File: src/rtl/soc_pkg.sv
// Shared SoC definitions: UART slave register offsets, STATUS/CTRL bit positions
// and the transmit drain FSM encoding.
package soc_pkg;

    localparam logic [1:0] REG_DATA   = 2'd0;
    localparam logic [1:0] REG_STATUS = 2'd1;
    localparam logic [1:0] REG_CTRL   = 2'd2;
    localparam logic [1:0] REG_RSVD   = 2'd3;

    localparam int ST_EMPTY = 0;
    localparam int ST_FULL  = 1;
    localparam int ST_OVF   = 2;
    localparam int ST_BUSY  = 3;
    localparam int ST_COUNT = 8;

    localparam int CTRL_EN    = 0;
    localparam int CTRL_FLUSH = 1;

    typedef enum logic {
        IDLE = 1'b0,
        WAIT = 1'b1
    } tx_state_e;

endpackage

File: src/rtl/sync_fifo.sv
// Single-clock circular FIFO with occupancy count; a push into a full FIFO is dropped
// and flush (pointers and count to zero) takes priority over push and pop.
module sync_fifo #(
    parameter int WIDTH = 8,
    parameter int DEPTH = 16,
    localparam int CNT_W = $clog2(DEPTH + 1),
    localparam int AW    = (DEPTH > 1) ? $clog2(DEPTH) : 1
) (
    input  logic             clk,
    input  logic             resetn,
    input  logic             push,
    input  logic             pop,
    input  logic             flush,
    input  logic [WIDTH-1:0] din,
    output logic [WIDTH-1:0] dout,
    output logic             full,
    output logic             empty,
    output logic [CNT_W-1:0] count
);

    logic [WIDTH-1:0] mem [DEPTH];
    logic [AW-1:0]    wr_ptr;
    logic [AW-1:0]    rd_ptr;
    logic             do_push;
    logic             do_pop;

    assign full    = (count == CNT_W'(DEPTH));
    assign empty   = (count == '0);
    assign do_push = push && !full;
    assign do_pop  = pop && !empty;
    assign dout    = mem[rd_ptr];

    always_ff @(posedge clk) begin
        if (do_push && !flush) begin
            mem[wr_ptr] <= din;
        end
    end

    // DEPTH is a power of two, so the pointers wrap by plain overflow.
    always_ff @(posedge clk or negedge resetn) begin
        if (!resetn) begin
            wr_ptr <= '0;
            rd_ptr <= '0;
            count  <= '0;
        end else if (flush) begin
            wr_ptr <= '0;
            rd_ptr <= '0;
            count  <= '0;
        end else begin
            if (do_push) wr_ptr <= wr_ptr + AW'(1);
            if (do_pop)  rd_ptr <= rd_ptr + AW'(1);
            case ({do_push, do_pop})
                2'b10:   count <= count + CNT_W'(1);
                2'b01:   count <= count - CNT_W'(1);
                default: count <= count;
            endcase
        end
    end

endmodule

File: src/rtl/uart_tx_fifo.sv
// Memory-mapped UART transmit buffer: bus writes queue bytes in a FIFO and a
// two-state drain FSM hands them one at a time to the uart transmitter.
module uart_tx_fifo
    import soc_pkg::*;
#(
    parameter int DEPTH    = 16,
    parameter int CNT_BITS = $clog2(DEPTH + 1)
) (
    input  logic        clk,
    input  logic        resetn,
    input  logic        req_i,
    input  logic        we_i,
    input  logic [3:0]  be_i,
    input  logic [31:0] addr_i,
    input  logic [31:0] wdata_i,
    output logic        gnt_o,
    output logic        rvalid_o,
    output logic [31:0] rdata_o,
    output logic [7:0]  send_data_o,
    output logic        send_req_o,
    input  logic        tx_ready_i
);

    // Handshakes: gnt_o mirrors req_i, so every request is taken the cycle it is
    // presented; rvalid_o follows exactly one cycle later for reads and writes,
    // with rdata_o valid alongside it (zero for writes). On the uart side a launch
    // needs tx_ready_i high, send_req_o pulses for one cycle, and no new launch
    // happens until tx_ready_i has been seen low.
    logic [1:0]          reg_sel;
    logic                wr_acc;
    logic                rd_acc;
    logic                push;
    logic                flush;
    logic                launch;
    logic                enable;
    logic                overflow;
    logic                fifo_full;
    logic                fifo_empty;
    logic [7:0]          fifo_head;
    logic [CNT_BITS-1:0] fifo_count;
    logic [31:0]         status_word;
    logic [31:0]         read_mux;
    tx_state_e           state;
    logic                unused_bits;

    assign reg_sel     = addr_i[3:2];
    assign wr_acc      = req_i && we_i;
    assign rd_acc      = req_i && !we_i;
    assign push        = wr_acc && (reg_sel == REG_DATA) && be_i[0];
    assign flush       = wr_acc && (reg_sel == REG_CTRL) && wdata_i[CTRL_FLUSH];
    assign launch      = (state == IDLE) && enable && !fifo_empty && tx_ready_i;
    assign gnt_o       = req_i;
    assign unused_bits = &{1'b0, be_i[3:1], addr_i[31:4], addr_i[1:0], wdata_i[31:8]};

    sync_fifo #(
        .WIDTH (8),
        .DEPTH (DEPTH)
    ) u_fifo (
        .clk    (clk),
        .resetn (resetn),
        .push   (push),
        .pop    (launch),
        .flush  (flush),
        .din    (wdata_i[7:0]),
        .dout   (fifo_head),
        .full   (fifo_full),
        .empty  (fifo_empty),
        .count  (fifo_count)
    );

    always_comb begin
        status_word                         = '0;
        status_word[ST_EMPTY]               = fifo_empty;
        status_word[ST_FULL]                = fifo_full;
        status_word[ST_OVF]                 = overflow;
        status_word[ST_BUSY]                = (state != IDLE);
        status_word[ST_COUNT +: CNT_BITS]   = fifo_count;
        read_mux                            = '0;
        case (reg_sel)
            REG_STATUS: read_mux          = status_word;
            REG_CTRL:   read_mux[CTRL_EN] = enable;
            default:    read_mux          = '0;
        endcase
    end

    // A push that finds the FIFO full is lost even if the FSM pops in that cycle.
    always_ff @(posedge clk or negedge resetn) begin
        if (!resetn) begin
            enable   <= 1'b1;
            overflow <= 1'b0;
        end else begin
            if (wr_acc && (reg_sel == REG_CTRL)) enable <= wdata_i[CTRL_EN];
            if (push && fifo_full) begin
                overflow <= 1'b1;
            end else if (wr_acc && (reg_sel == REG_STATUS) && wdata_i[ST_OVF]) begin
                overflow <= 1'b0;
            end
        end
    end

    always_ff @(posedge clk or negedge resetn) begin
        if (!resetn) begin
            rvalid_o <= 1'b0;
            rdata_o  <= '0;
        end else begin
            rvalid_o <= req_i;
            rdata_o  <= rd_acc ? read_mux : '0;
        end
    end

    // WAIT holds off the next launch until the uart has visibly taken the byte.
    always_ff @(posedge clk or negedge resetn) begin
        if (!resetn) begin
            state       <= IDLE;
            send_req_o  <= 1'b0;
            send_data_o <= '0;
        end else begin
            send_req_o <= 1'b0;
            case (state)
                IDLE: begin
                    if (launch) begin
                        send_req_o  <= 1'b1;
                        send_data_o <= fifo_head;
                        state       <= WAIT;
                    end
                end
                WAIT: begin
                    if (!tx_ready_i) state <= IDLE;
                end
                default: state <= IDLE;
            endcase
        end
    end

endmodule

File: config.mk
export PLATFORM = sky130hd
export DESIGN_NAME = uart_tx_fifo
export DESIGN_NICKNAME = d
export VERILOG_FILES = /design/src/rtl/soc_pkg.sv /design/src/rtl/sync_fifo.sv /design/src/rtl/uart_tx_fifo.sv
export SDC_FILE = /design/constraint.sdc
export NUM_CORES = 1
export LEC_CHECK = 0
export BUFFER_PORTS_ARGS = -buffer_cell sky130_fd_sc_hd__clkbuf_2
export CAP_MARGIN = 20
export CORE_AREA = 4 4 170 172
export CTS_CLUSTER_DIAMETER = 30
export DETAILED_ROUTE_END_ITERATION = 10
export DIE_AREA = 0 0 174 176
export PLACE_DENSITY = 0.4
export SYNTH_ARGS = -nofsm -noshare
export SYNTH_HDL_FRONTEND = slang
export SYNTH_SLANG_ARGS = --single-unit
File: constraint.sdc
create_clock -name clk -period 4.5 [get_ports clk]
set_input_delay 0.225 -clock clk [delete_from_list [all_inputs] [get_ports clk]]
set_output_delay 0.225 -clock clk [all_outputs]
set_load 0.005 [all_outputs]
==> flow_metrics.py <==
metrics = {
    "worst_setup_path": {
        "rrSetupSlack_ns": 1.75,
        "crit_cells": 6,
        "end_kind": "flop",
        "slowest_stage": "nor2_1",
        "cp_max_fo": 11,
        "crit_buf_inv": 1,
        "crit_path_start_kind": "flop",
        "slowest_delay_ns": 0.84,
        "r2r_end": "u_fifo.mem[7][1]",
        "critPathTopFamily": "simple AND/OR/NAND/NOR gates",
        "cp_cell_sequence": "nor4_4, a21oi_1, buf_4, nand2_1, or3_1, nor2_1",
        "crit_end": "u_fifo.mem[7][1]",
        "worstSetupPathType": "flop to flop",
        "rr_worst_depth": 6,
        "required_ns": 4.54,
        "rr_startpoint": "u_fifo.count[1]",
        "crit_arrival_ns": 2.79,
        "crit_start": "u_fifo.count[1]",
    },
    "clock_tree": {
        "clk_latency_ns": 0.43,
        "post_cts_buffers": 0,
        "cts_buffers": 17,
        "path_clk_slew_ns": 0.07,
        "cts_max_path_buffers": 2,
        "ctsHoldBuffers": 1,
        "cts_tree": "done",
        "clock_sinks": 163,
        "h-tree-depth": 4,
        "cts-root-buf": "clkbuf_16",
        "cts_resized": 0,
    },
    "sta": {
        "final_hold_viol_count": 0,
        "rsz0062_at_grt": "no",
        "maxSlewViolCount": 0,
        "finalCritPeriodShare_pct": 61.1,
        "fin_crit_ns": 2.75,
        "holdWs_ns": 0.0265,
        "setup_viol_count_final": 0,
        "worst_slew_pin_slew_ns": 1.09,
        "fmaxAchievable_mhz": 363,
        "final.setup.tns_ns": 0,
        "finClkSkew_ns": 0.0145,
        "slew_headroom_pct": 27.4,
    },
    "logic_synthesis": {
        "synth_cells": 387,
        "synthesis.area_sq_um": 6730,
        "yosys_warnings": 0,
        "postSynthAreaPerCell_sq_um": 17.4,
        "async_flop_share_pct": 21.5,
        "synth_edf_count": 128,
        "yosysSeqAreaShare_pct": 70.2,
        "ys_types": 44,
        "synth_ff_type": "edfxtp_1",
        "ys_ff_latch": 163,
    },
    "floorplanning": {
        "initial_core_util_pct": 24.5,
        "rows": 61,
        "die_w_um": 174,
        "core_area_sq_um": 27500,
        "io_pins": 116,
        "dieArea_sq_um": 30600,
        "die_h_um": 176,
    },
    "detailed_routing": {
        "drt-initial-drc-count": 203,
        "route.detailed.drc": 0,
        "wl_per_cell_um": 19.2,
        "via_per_inst": 4.26,
        "first_pass_iters": 4,
        "wirelength_mm": 15.3,
        "ant_nets": 0,
        "via_count": 3393,
    },
    "power_and_ir_drop": {
        "ir_drop_mv": 0.203,
        "power_density_nw_per_um2": 536,
        "finalPower_mw": 4.21,
        "cellLeakagePower_nw": 2.74,
    },
    "global_routing": {
        "grt-ovfl-total": 0,
        "grt_antenna_before_repair": 0,
        "grt_usage_pct": 10.2,
        "grt_pass1_vias": 3617,
        "grt_start_max_net_pins": 36,
        "grt_pass1_wl_mm": 22.9,
    },
    "job": {
        "max_cap_viol_count": 0,
    },
    "hold_path": {
        "min-delay-start": "tx_ready_i",
        "hold_path_class": "input pin to flop",
    },
    "status": {
        "status": "finished, final reports clean",
    },
    "placement": {
        "dp_hpwl_mm": 9.61,
        "globalplace.congestion": 0.733,
        "numPortBuffers": 35,
        "placed_cells": 761,
    },
    "final_layout": {
        "fill_cells": 2774,
        "diodes": 0,
        "syn2layout_area_growth_pct": 16.7,
        "nNetsFinal": 519,
        "instances_no_fill": 796,
        "layout-drive-gt1-share_pct": 28.4,
    },
}
Yosys cell counts (2+ instances only):
library cell,instances,area share (%)
and3_1,2,0.19
buf_6,3,0.50
o22ai_1,16,1.5
xnor2_1,5,0.65
nand2_1,10,0.56
mux2_2,9,1.5
nor2_1,17,0.95
buf_2,3,0.22
edfxtp_1,128,57
and4_1,2,0.26
buf_1,2,0.11
o21ai_0,3,0.22
and3b_1,2,0.26
xor2_1,4,0.52
nand4_1,6,0.56
buf_4,27,3.0
ha_1,9,1.7
a21oi_1,12,0.89
clkbuf_1,5,0.28
mux4_2,32,11
and2_1,12,1.1
dfrtp_1,34,13
inv_1,10,0.56
nor3_1,12,0.89
nand3_1,3,0.22
flip-flops by register name (all words and copies together) (netlist names):
| name | cells |
|---|---|
| enable | 1 |
| u_fifo.rd_ptr | 4 |
| rvalid_o | 1 |
| send_req_o | 1 |
| send_data_o | 8 |
| rdata_o | 9 |
| state | 1 |
| u_fifo.count | 5 |
| u_fifo.mem | 128 |
| overflow | 1 |
| u_fifo.wr_ptr | 4 |
final cells by class:
type / instances / area, sq um / area share, %
clock buffers: 17 / 425 / 5.42
repair buffers: 49 / 295 / 3.76
flip-flops and latches: 163 / 4720 / 60.2
multi-input cells: 195 / 1770 / 22.6
inverters: 11 / 41.3 / 0.526
well taps: 346 / 433 / 5.51
clock inverters: 15 / 163 / 2.07
kinds of logic after synthesis:
| kind of cell | Yosys count | share of synthesized area, % |
|---|---|---|
| AO/OA/AOI/OAI | 35 | 3.22 |
| XOR/XNOR | 10 | 1.41 |
| adder cells (fa/ha/maj) | 9 | 1.67 |
| buffers and inverters | 51 | 4.74 |
| flip-flops | 163 | 70.2 |
| multiplexers | 42 | 12.4 |
| other | 1 | 0.0557 |
| AND/OR/NAND/NOR | 76 | 6.36 |
layer usage:
| metal | vias to the layer above | routed length, um | share of wire (%) | track usage [%] |
|---|---|---|---|---|
| met3 | 10 | 643 | 4.2 | 3.02 |
| li1 | 1555 | - | - | - |
| met1 | 1750 | 7030 | 46 | 13.4 |
| met2 | 78 | 7450 | 49 | 16.6 |
| met5 | - | 0 | 0 | 0 |
| met4 | 0 | 140 | 0.92 | 2.97 |
worst min-delay path by stage:
stage                       endpoint  slack [ns]  depth (start not counted)
final                          state        0.03                          3
after global routing        rvalid_o        0.01                          1
after CTS                   rvalid_o       0.002                          1
after detailed placement  rdata_o[0]        0.42                          1
after global placement    rdata_o[0]        0.41                          1
after floorplan             overflow       -0.07                          0
placed cells by master (no fill, tap or decap), types with 2 or more instances in the layout:
cell,n
o22ai_1,16
buf_4,12
inv_1,10
xnor2_1,5
o21ai_0,3
nor3_1,12
clkbuf_2,35
nand3_1,3
edfxtp_1,128
nand4_1,6
and3b_1,2
ha_1,9
dfrtp_1,33
and2_1,12
inv_8,3
clkbuf_16,17
nand2_1,10
xor2_1,4
conb_1,23
and3_1,2
and4_1,2
a21oi_1,12
nor2_1,17
mux4_2,32
mux2_2,9
inv_6,5
clkinv_8,3
metrics by stage:
stage               utilization [%]  setup slack [ns]  area (sq um)
floorplan                         -              2.25          6810
global placement               26.3              1.70          7220
detailed placement             26.3              1.63          7220
CTS                            28.5              1.66          7820
global route                   28.6              1.65          7850
finish                         28.6              1.75          7850
where the power goes:
part           internal, mW  switching [mW]  leakage [nW]
clock network         0.746           0.681         0.284
logic                 0.434           0.413         0.873
registers              1.73           0.208          1.59
worst register-to-register path: stages, from the launching register on:
cell and delay, ns:
dfrtp_1 0.55, nor4_4 0.13, a21oi_1 0.17, buf_4 0.21, nand2_1 0.09, or3_1 0.38, nor2_1 0.84
No activity file was read; power rests on OpenSTA's default activity.
